[src/rtl/fifo_rd_stream.sv]
// Read-side adapter: paces synchronous-read FIFO pulses into a 2-entry buffer streamed out on valid/ready.
// Optional starvation counter enabled by defining FIFO_RD_STARVE_CNT_EN.
module fifo_rd_stream #(
  parameter int DATA_WIDTH = 24,
  parameter int CNT_WIDTH  = 16
) (
  input  logic                  clk,
  input  logic                  reset,
  input  logic                  fifo_empty,
  output logic                  fifo_rd,
  input  logic [DATA_WIDTH-1:0] fifo_rdata,
  input  logic                  flush,
  output logic                  out_valid,
  output logic [DATA_WIDTH-1:0] out_data,
  input  logic                  out_ready,
  output logic [CNT_WIDTH-1:0]  starve_cnt
);

  logic [1:0]            occ;
  logic                  inflight;
  logic                  discard;
  logic                  head;
  logic                  tail;
  logic [DATA_WIDTH-1:0] mem [2];
  logic                  pop;
  logic                  capture;
  logic [2:0]            pending;

  assign out_valid = (occ != 2'd0);
  assign out_data  = mem[head];
  assign pop       = out_valid && out_ready;
  // A word arriving during a flush is dropped along with the buffer contents.
  assign capture   = inflight && !discard && !flush;
  assign pending   = {1'b0, occ} + {2'b00, inflight};
  // The pop credit lets a read issue into the slot being vacated this cycle.
  assign fifo_rd   = !reset && !flush && !fifo_empty && (pending < (3'd2 + {2'b00, pop}));

  always_ff @(posedge clk or posedge reset) begin
    if (reset) begin
      occ      <= 2'd0;
      inflight <= 1'b0;
      discard  <= 1'b0;
      head     <= 1'b0;
      tail     <= 1'b0;
      mem[0]   <= '0;
      mem[1]   <= '0;
    end else begin
      inflight <= fifo_rd;
      discard  <= flush && inflight;
      if (flush) begin
        occ  <= 2'd0;
        head <= 1'b0;
        tail <= 1'b0;
      end else begin
        if (capture) begin
          mem[tail] <= fifo_rdata;
          tail      <= ~tail;
        end
        if (pop)
          head <= ~head;
        case ({capture, pop})
          2'b10:   occ <= occ + 2'd1;
          2'b01:   occ <= occ - 2'd1;
          default: occ <= occ;
        endcase
      end
    end
  end

  overflow_chk: assert property (@(posedge clk) disable iff (reset)
    !(capture && occ == 2'd2 && !pop));

`ifdef FIFO_RD_STARVE_CNT_EN
  always_ff @(posedge clk or posedge reset) begin
    if (reset)
      starve_cnt <= '0;
    else if (out_ready && !out_valid && !flush && starve_cnt != '1)
      starve_cnt <= starve_cnt + CNT_WIDTH'(1);
  end
`else
  assign starve_cnt = '0;
`endif

endmodule

[config.mk]
export PLATFORM = sky130hd
export DESIGN_NAME = fifo_rd_stream
export DESIGN_NICKNAME = d
export VERILOG_FILES = /design/src/rtl/fifo_rd_stream.sv
export SDC_FILE = /design/constraint.sdc
export NUM_CORES = 1
export LEC_CHECK = 0
export BUFFER_PORTS_ARGS = -buffer_cell sky130_fd_sc_hd__buf_2
export CAP_MARGIN = 20
export CORE_AREA = 2 2 75 77
export DETAILED_ROUTE_END_ITERATION = 16
export DIE_AREA = 0 0 77 79
export GPL_ROUTABILITY_DRIVEN = 0
export GPL_TIMING_DRIVEN = 0
export PLACE_DENSITY_LB_ADDON = 0.15
export SYNTH_ARGS = -nofsm -noshare
export SYNTH_HDL_FRONTEND = slang
export SYNTH_SLANG_ARGS = --single-unit
[constraint.sdc]
create_clock -name clk -period 4.6 [get_ports clk]
set_input_delay 0.69 -clock clk [delete_from_list [all_inputs] [get_ports clk]]
set_output_delay 0.69 -clock clk [all_outputs]
set_load 0.05 [all_outputs]
=== Yosys cells after proc, flatten, opt, wreduce, memory -nomap -nowiden ===
Index checks and enable logic that the tools add are counted.

* Register bits after elaboration: 54
* Bits in latches: 0
* Bits in writable memories: 0
* ROM bits: 0
* Input port bits: 29
* Output and inout port bits: 42
* Word-level logic and storage cells: 51
* Memories kept: 0

* Add/subtract/negate cells: 4
* Multiply operators: 0
* Divide/modulo/power cells: 0
* Magnitude comparators: 4
* Equal/unequal tests: 2
* Shift operators: 0
* Mux-type cells: 12
* Bitwise gates (word level): 5
* Reductions and logical operators: 17

{| class="wikitable"
|+ Operator list
! cell !! number
|-
| $mux 24 || 4
|-
| $bwmux 48 || 1
|-
| $demux 24 s1 || 1
|-
| $logic_and 1x1->1 || 8
|-
| $reduce_bool 2->1 || 3
|-
| $ge 2x2->1 const B || 2
|-
| $logic_not 1->1 || 4
|-
| $mux 1 || 4
|-
| $not 1->2 || 2
|-
| $pmux 2 s2 || 1
|-
| $add 2x1->3 || 1
|-
| $add 2x1->3 const A || 1
|-
| $lt 3x3->1 || 1
|-
| $not 1->1 || 3
|-
| $reduce_bool 3->1 || 1
|-
| $add 2x1->2 const B || 1
|-
| $eq 2x1->1 const B || 1
|-
| $eq 2x2->1 const B || 1
|-
| $lt 2x1->1 const B || 1
|-
| $mux 2 || 1
|-
| $reduce_and 2->1 || 1
|-
| $sub 2x1->2 const B || 1
|}

=== Depth between registers and ports, before layout ===
Gate-level depths: netlist of the first run.

* Word-level depth: 6
* Gate-level depth with buffers: 5
* Mapped depth without buffers: 4

=== Worst setup path before layout of the first run ===
OpenSTA, ideal clock, no wires.

* Path type: in2out
* Start point: in flush
* End point: out fifo_rd
* Data arrival time: 1.553 ns
* Data required time: 3.910 ns
* Setup slack: 2.357 ns
* Stages on the path: 3
* Buffers on the path: 1
* Cells stage by stage: buf_2 nor4_1 and2_1

* Cells in the longest elaborated chain, start to end: 4

{| class="wikitable"
|+ Ends and longest elaborated chain
! element !! RTL line !! RTL
|-
| start, declared || 12 || <nowiki>input logic flush,</nowiki>
|-
| $logic_not 1->1 || 36 || <nowiki>assign fifo_rd = !reset && !flush && !fifo_empty && (pending < (3'd2 + {2'b00, pop}));</nowiki>
|-
| $logic_and 1x1->1 (3 in series) || 36 ||
|-
| end, declared || 10 || <nowiki>output logic fifo_rd,</nowiki>
|}

No other way between the ends.

=== Worst setup path after layout of the first run ===
* Start point: reg head
* End point: out out_data[7]

* Cells in the longest elaborated chain, start to end: 4

{| class="wikitable"
|+ Ends and longest elaborated chain
! element !! RTL line !! RTL
|-
| start, declared || 22 || <nowiki>logic head;</nowiki>
|-
| start signal, assigned || 60 || <nowiki>head <= ~head;</nowiki>
|-
| $not 1->2 (not written as such) || 30 || <nowiki>assign out_data = mem[head];</nowiki>
|-
| $mux 24 (not written as such) (3 in series) || 30 ||
|-
| end, declared || 14 || <nowiki>output logic [DATA_WIDTH-1:0] out_data,</nowiki>
|}

No other way between the ends. The select of a mux whose other input is x is not followed.

==> flow_summary_export.csv, run 1 <==
group,metric,value,unit
timing,setup_viol,0,
clock_network,cts_buffers,5,
timing,clock_skew,7.018,ps
synthesis,ys_seq_elements,54,
timing,min_period,2565,ps
floorplanning,core_area,5338,um2
power,peakVddDrop,0.2341,mV
power,internal_power,855.0,uW
drt,routed_wl,4.363,mm
finish,fin_cells,328,
synthesis,async_flop_share,100.0,%
placed_design,placedCellCount,320,
synthesis,yosys_warnings,0,
placed_design,port_buffers,53,
finish,nets,286,
drt,drc,0,
drt,drtIter0Drc,66,
worst_setup_path,slowest_delay,370,ps
worst_setup_path,crit_chain,"clkbuf_1 > buf_2 > mux2_2 > buf_2",
global_route,grt_usage,15.30,%
floorplanning,start_util,47.75,%
power,pwr-share-comb,36.5,%
global_route,first_global_vias,1524,
clock_network,cts_htree_levels,2,
clock_network,cts_tree,"done",
synthesis,synth_cells,179,
timing,finalMaxSlewViolations,0,
clock_network,cts_root_buf,"clkbuf_8",
floorplanning,dieArea,6083,um2
finish,final_cell_mix,"70 x mux2_2, 56 x buf_2, 54 x dfrtp_1, 18 x buf_4, 16 x conb_1",
worst_setup_path,r2r_start,"discard$_DFF_PP0_",
timing,post-route-period-util,55.76,%
worst_setup_path,timing.rr.end,"mem[0]$_DFFE_PP0P_",
drt,dr.pass1.iters,4,
timing,hold_violations,0,
worst_setup_path,cp-start-kind,"register",
finish,layout_commonest_cell,"mux2_2",
min_path,hold_class,"in2async",
worst_setup_path,crit_path_top_delay_cell,"mux2_2",
synthesis,synth_edf_count,0,
timing,setup_tns,0,ps
clock_network,insertion_delay,300,ps
global_route,grt_pass1_wl,7.231,mm
worst_setup_path,reg2reg_depth,5,
timing,rsz0062_at_grt,"false",
clock_network,cts.repair.resized,0,
timing,fmax,389.9,MHz
synthesis,synthesis.area,2549,um2
placed_design,place_area,2980,um2
worst_setup_path,r2r_slack,2840,ps
power,clkPwrFrac,19.3,%
flow_run,cap_violations,0,
clock_network,clockBufferDepth,2,
worst_setup_path,required,3910,ps
worst_setup_path,end_kind,"output port",
outcome,status,"complete, no violations",
finish,nFillCells,469,
finish,post-route-cell-area,3072,um2
synthesis,ys_seq_area_share,53.02,%
worst_setup_path,crit_top_cell,"buf_2",
clock_network,clk_pin_slew,90,ps
synthesis,yosysUniqueCellTypes,26,
synthesis,syn_area_per_cell,14.24,um2
floorplanning,row_count,27,
synthesis,synth-main-ff-cell,"dfrtp_1",
drt,wire_per_inst,13.30,um
floorplanning,pin_count,71,
global_route,antenna_found_initial,0,
clock_network,clock_sinks,54,
finish,syn_to_final_growth,20.52,%
finish,layout-drive-gt1-share,61.72,%
power,power.leakage,1.533,nW
power,switchingPower,506.7,uW
floorplanning,die_h,79,um
worst_setup_path,arrival,1870,ps
clock_network,cts_setup_buffers,0,
worst_setup_path,crit_fanout,10,
drt,dr_total_vias,1535,
worst_setup_path,setup.worst_path.class,"reg2out",
drt,postRouteAntennaNets,0,
clock_network,cts_hold_buf,0,
power,p_seq_share,44.3,%
power,power.density,443.3,nW/um2
placed_design,place_hpwl,3.111,mm
floorplanning,die_w,77,um
power,netSwitchingFraction,37.21,%
global_route,grt_max_degree,42,
drt,vias_per_cell,4.680,
global_route,grt_overflow,0,
finish,diodes,0,
final cells by class:
type / instances / area, um2 / share of cell area [%]
Sequential cell: 54 / 1351 / 43.99
Multi-Input combinational cell: 112 / 1055 / 34.34
Timing Repair Buffer: 54 / 285.3 / 9.287
Buffer: 25 / 187.7 / 6.110
Tap cell: 72 / 90.09 / 2.933
Clock buffer: 7 / 86.33 / 2.811
Inverter: 3 / 11.26 / 0.3666
Clock inverter: 1 / 5.005 / 0.1629
metal layers:
metal  track usage [%]  vias to the layer above  part of all wire (%)
met1             20.30                      747                    47
met2             23.95                       42                    46
met4             4.286                        0                  0.55
met5                 0                        -                     0
li1                  -                      744                     -
met3             5.455                        2                   6.3
worst max path at each step:
stage / startpoint / endpoint / slack, ps / cells after the start
after global placement: reset / mem[28]$_DFFE_PP0P_ / 1850 / 2
after detailed placement: head$_DFFE_PP0P_ / out_data[8] / 2330 / 4
after global routing: head$_DFFE_PP0P_ / out_data[7] / 1910 / 4
after CTS: head$_DFFE_PP0P_ / out_data[7] / 1990 / 4
final: head$_DFFE_PP0P_ / out_data[7] / 2040 / 4
after floorplan: flush / fifo_rd / 2360 / 3
synthesized netlist by cell type, drive strengths merged, types with 2 or more instances:
library cell | number | area share [%]
buf | 24 | 7.2
xor2 | 2 | 0.69
o21ai | 3 | 0.59
a21oi | 2 | 0.39
nor2 | 2 | 0.29
and2 | 2 | 0.49
ha | 2 | 0.98
inv | 3 | 0.44
dfrtp | 54 | 53
mux2 | 72 | 32
flip-flops by register name, indices dropped and copies added, names as in the netlist:
name,count
mem,48
occ,2
discard,1
head,1
inflight,1
tail,1
metrics by stage:
stage	total power, mW	hold slack (ps)	util (%)	setup slack (ps)
after floorplan	1.015	452.2	-	2358
after global placement	1.102	463.7	55.46	1855
after detailed placement	1.112	475.3	55.84	2331
after CTS	1.380	343.4	57.55	1987
after global routing	1.434	355.5	57.55	1906
final	1.362	341.1	57.55	2035
cell families (layout without fill, tap and decap cells):
kind of cell / count (synthesis) / count (layout) / synth area share [%]
multiplexers: 72 / 72 / 31.81
flip-flops: 54 / 54 / 53.02
buffers and inverters: 28 / 90 / 7.805
AND/OR/NAND/NOR: 13 / 13 / 4.026
AO/OA/AOI/OAI: 7 / 7 / 1.522
adder cells (fa/ha/maj): 2 / 2 / 0.9817
XOR/XNOR: 2 / 2 / 0.6874
other: 1 / 16 / 0.1471
power by group through the flow:
stage                     Sequential (mW)  Combinational [mW]  Clock, mW
final                               0.603               0.496      0.263
after global routing                0.615               0.524      0.295
after CTS                           0.603               0.501      0.275
after detailed placement            0.613               0.500          0
after global placement              0.609               0.492          0
after floorplan                     0.600               0.415          0
critical path: cells and delay by family, from the launching register on:
family,cells,cell delay [ps]
muxes,1,370
buffers and inverters,3,870
DFF,1,330
No activity file was read; power rests on OpenSTA's default activity.
==> run 2, diff against run 1 <==
CORE_AREA = 2 2 77 79   (was 2 2 75 77)
DIE_AREA = 0 0 79 81   (was 0 0 77 79)
clock period = 2.07 ns   (was 4.6 ns; I/O delays follow)
==> flow_summary_export.csv, run 2 (same netlist as run 1, synthesis figures left out) <==
group,metric,value,unit
global_route,grt_max_degree,37,
timing,fin_hold_ws,1.883,ps
global_route,met2_usage,22.63,%
drt,dr.pass1.iters,3,
worst_setup_path,arrival,1640,ps
global_route,grt_pass1_wl,7.148,mm
drt,routed_wl,4.302,mm
outcome,status,"complete, no violations",
timing,clock_skew,8.646,ps
finish,largestRegisters,"mem: 48 flops, occ: 2 flops",
flow_run,cap_violations,0,
min_path,hold_class,"in2async",
power,switchingPower,1.132,mW
finish,diodes,0,
worst_setup_path,required,1760,ps
global_route,first_global_vias,1494,
placed_design,placedCellCount,323,
placed_design,place_area,2984,um2
finish,multi_input_area,1055,um2
floorplanning,core_area,5675,um2
finish,regMostFlops,"mem",
finish,layout-drive-gt1-share,62.35,%
clock_network,clockBufferDepth,2,
worst_setup_path,crit_top_cell,"ha_1",
power,pwr-share-comb,36.2,%
worst_setup_path,slowest_delay,440,ps
floorplanning,die_h,81,um
worst_setup_path,r2r_start,"discard$_DFF_PP0_",
clock_network,insertion_delay,300,ps
placed_design,port_buffers,53,
clock_network,clk_pin_slew,90,ps
worst_setup_path,setup.worst_path.class,"reg2out",
timing,fmax,514.0,MHz
power,internal_power,1.901,mW
finish,nets,285,
floorplanning,pin_count,71,
clock_network,cts_hold_buf,0,
power,peakVddDrop,0.4120,mV
worst_setup_path,timing.rr.end,"mem[19]$_DFFE_PP0P_",
worst_setup_path,crit_fanout,6,
worst_setup_path,end_kind,"output port",
clock_network,cts_buffers,5,
floorplanning,row_count,28,
drt,drc,0,
drt,vias_per_cell,4.636,
clock_network,cts_root_buf,"clkbuf_8",
finish,fin_cells,330,
finish,syn_to_final_growth,21.01,%
worst_setup_path,crit_path_top_delay_cell,"dfrtp_2",
floorplanning,die_w,79,um
drt,dr_total_vias,1530,
drt,wire_per_inst,13.04,um
global_route,use_met3,3.889,%
finish,post-route-cell-area,3084,um2
power,power.leakage,1.531,nW
clock_network,cts_tree,"done",
global_route,busiest_layer,"met2",
worst_setup_path,reg2reg_depth,5,
placed_design,place_hpwl,3.145,mm
finish,register_area,1353,um2
power,clkPwrFrac,19.6,%
power,power.density,983.6,nW/um2
power,p_seq_share,44.2,%
clock_network,clock_sinks,54,
finish,largest_reg_flops,48,
timing,post-route-period-util,93.99,%
global_route,grt_usage,14.52,%
worst_setup_path,crit_chain,"ha_1 > ha_1 > nor4_1 > and2_1 > buf_6",
drt,postRouteAntennaNets,0,
global_route,grt_overflow,0,
timing,min_period,1946,ps
finish,final_cell_mix,"70 x mux2_2, 53 x buf_2, 53 x dfrtp_1, 20 x buf_4, 16 x conb_1",
drt,drtIter0Drc,62,
timing,hold_violations,0,
timing,finalMaxSlewViolations,0,
floorplanning,dieArea,6399,um2
finish,fin_util,54.34,%
power,netSwitchingFraction,37.32,%
clock_network,cts_htree_levels,2,
global_route,antenna_found_initial,0,
power,p_total,3.034,mW
global_route,use_met1,19.88,%
worst_setup_path,r2r_slack,350,ps
floorplanning,start_util,44.91,%
worst_setup_path,cp-start-kind,"register",
finish,layout_commonest_cell,"mux2_2",
finish,nFillCells,529,
clock_network,cts_setup_buffers,0,
timing,setup_viol,0,
run 2: cell types whose count changed in the layout (fill, tap and decap cells not counted), sizes merged:
cell	change
clkbuf	-1
run 2: worst max-delay path by stage:
stage	start	end	slack [ps]	cells past startpoint
global placement	reset	mem[28]$_DFFE_PP0P_	-330	2
CTS	occ[0]$_DFFE_PP0P_	fifo_rd	40	5
finish	occ[0]$_DFFE_PP0P_	fifo_rd	120	5
global route	occ[0]$_DFFE_PP0P_	fifo_rd	-40	5
detailed placement	head$_DFFE_PP0P_	out_data[7]	200	4
floorplan	occ[0]$_DFFE_PP0P_	fifo_rd	410	4
run 2: per-layer routing:
layer | share of wire [%] | vias to the layer above
met1 | 46 | 738
met3 | 6.0 | 6
met4 | 1.3 | 0
met2 | 47 | 41
met5 | 0 | -
li1 | - | 745
run 2: what timing repair did:
item                                    4_1_cts  5_1_grt
cloned                                        0        0
resized for setup                             2        4
endpoints found under the setup margin       19        1
run 2: worst max-delay path, delay by kind of cell, from the launching register on:
family        cells  cell delay (ps)
flops             1              440
fa+ha+maj         2              380
simple gates      2              350
buf+inv           1              170
run 2: cell type report:
cell class	instances	area share [%]
Clock buffer	7	2.799
Tap cell	75	3.043
Inverter	3	0.3651
Clock inverter	1	0.1623
Timing Repair Buffer	54	9.452
Multi-Input combinational cell	112	34.20
Sequential cell	54	43.85
Buffer	24	6.126
run 2: per-stage QoR:
stage	setup TNS [ps]	setup WS [ps]
floorplan	0	410.5
global placement	-17480	-325.7
detailed placement	0	198.1
CTS	0	41.07
global route	-36.22	-36.22
finish	0	124.4
run 2: power by group through the flow:
stage	Sequential [mW]	Clock, mW	Combinational (mW)
2_1_floorplan	1.33	0	0.923
3_3_place_gp	1.36	0	1.09
3_5_place_dp	1.36	0	1.11
4_1_cts	1.34	0.620	1.11
5_1_grt	1.37	0.668	1.17
6_report	1.34	0.595	1.10
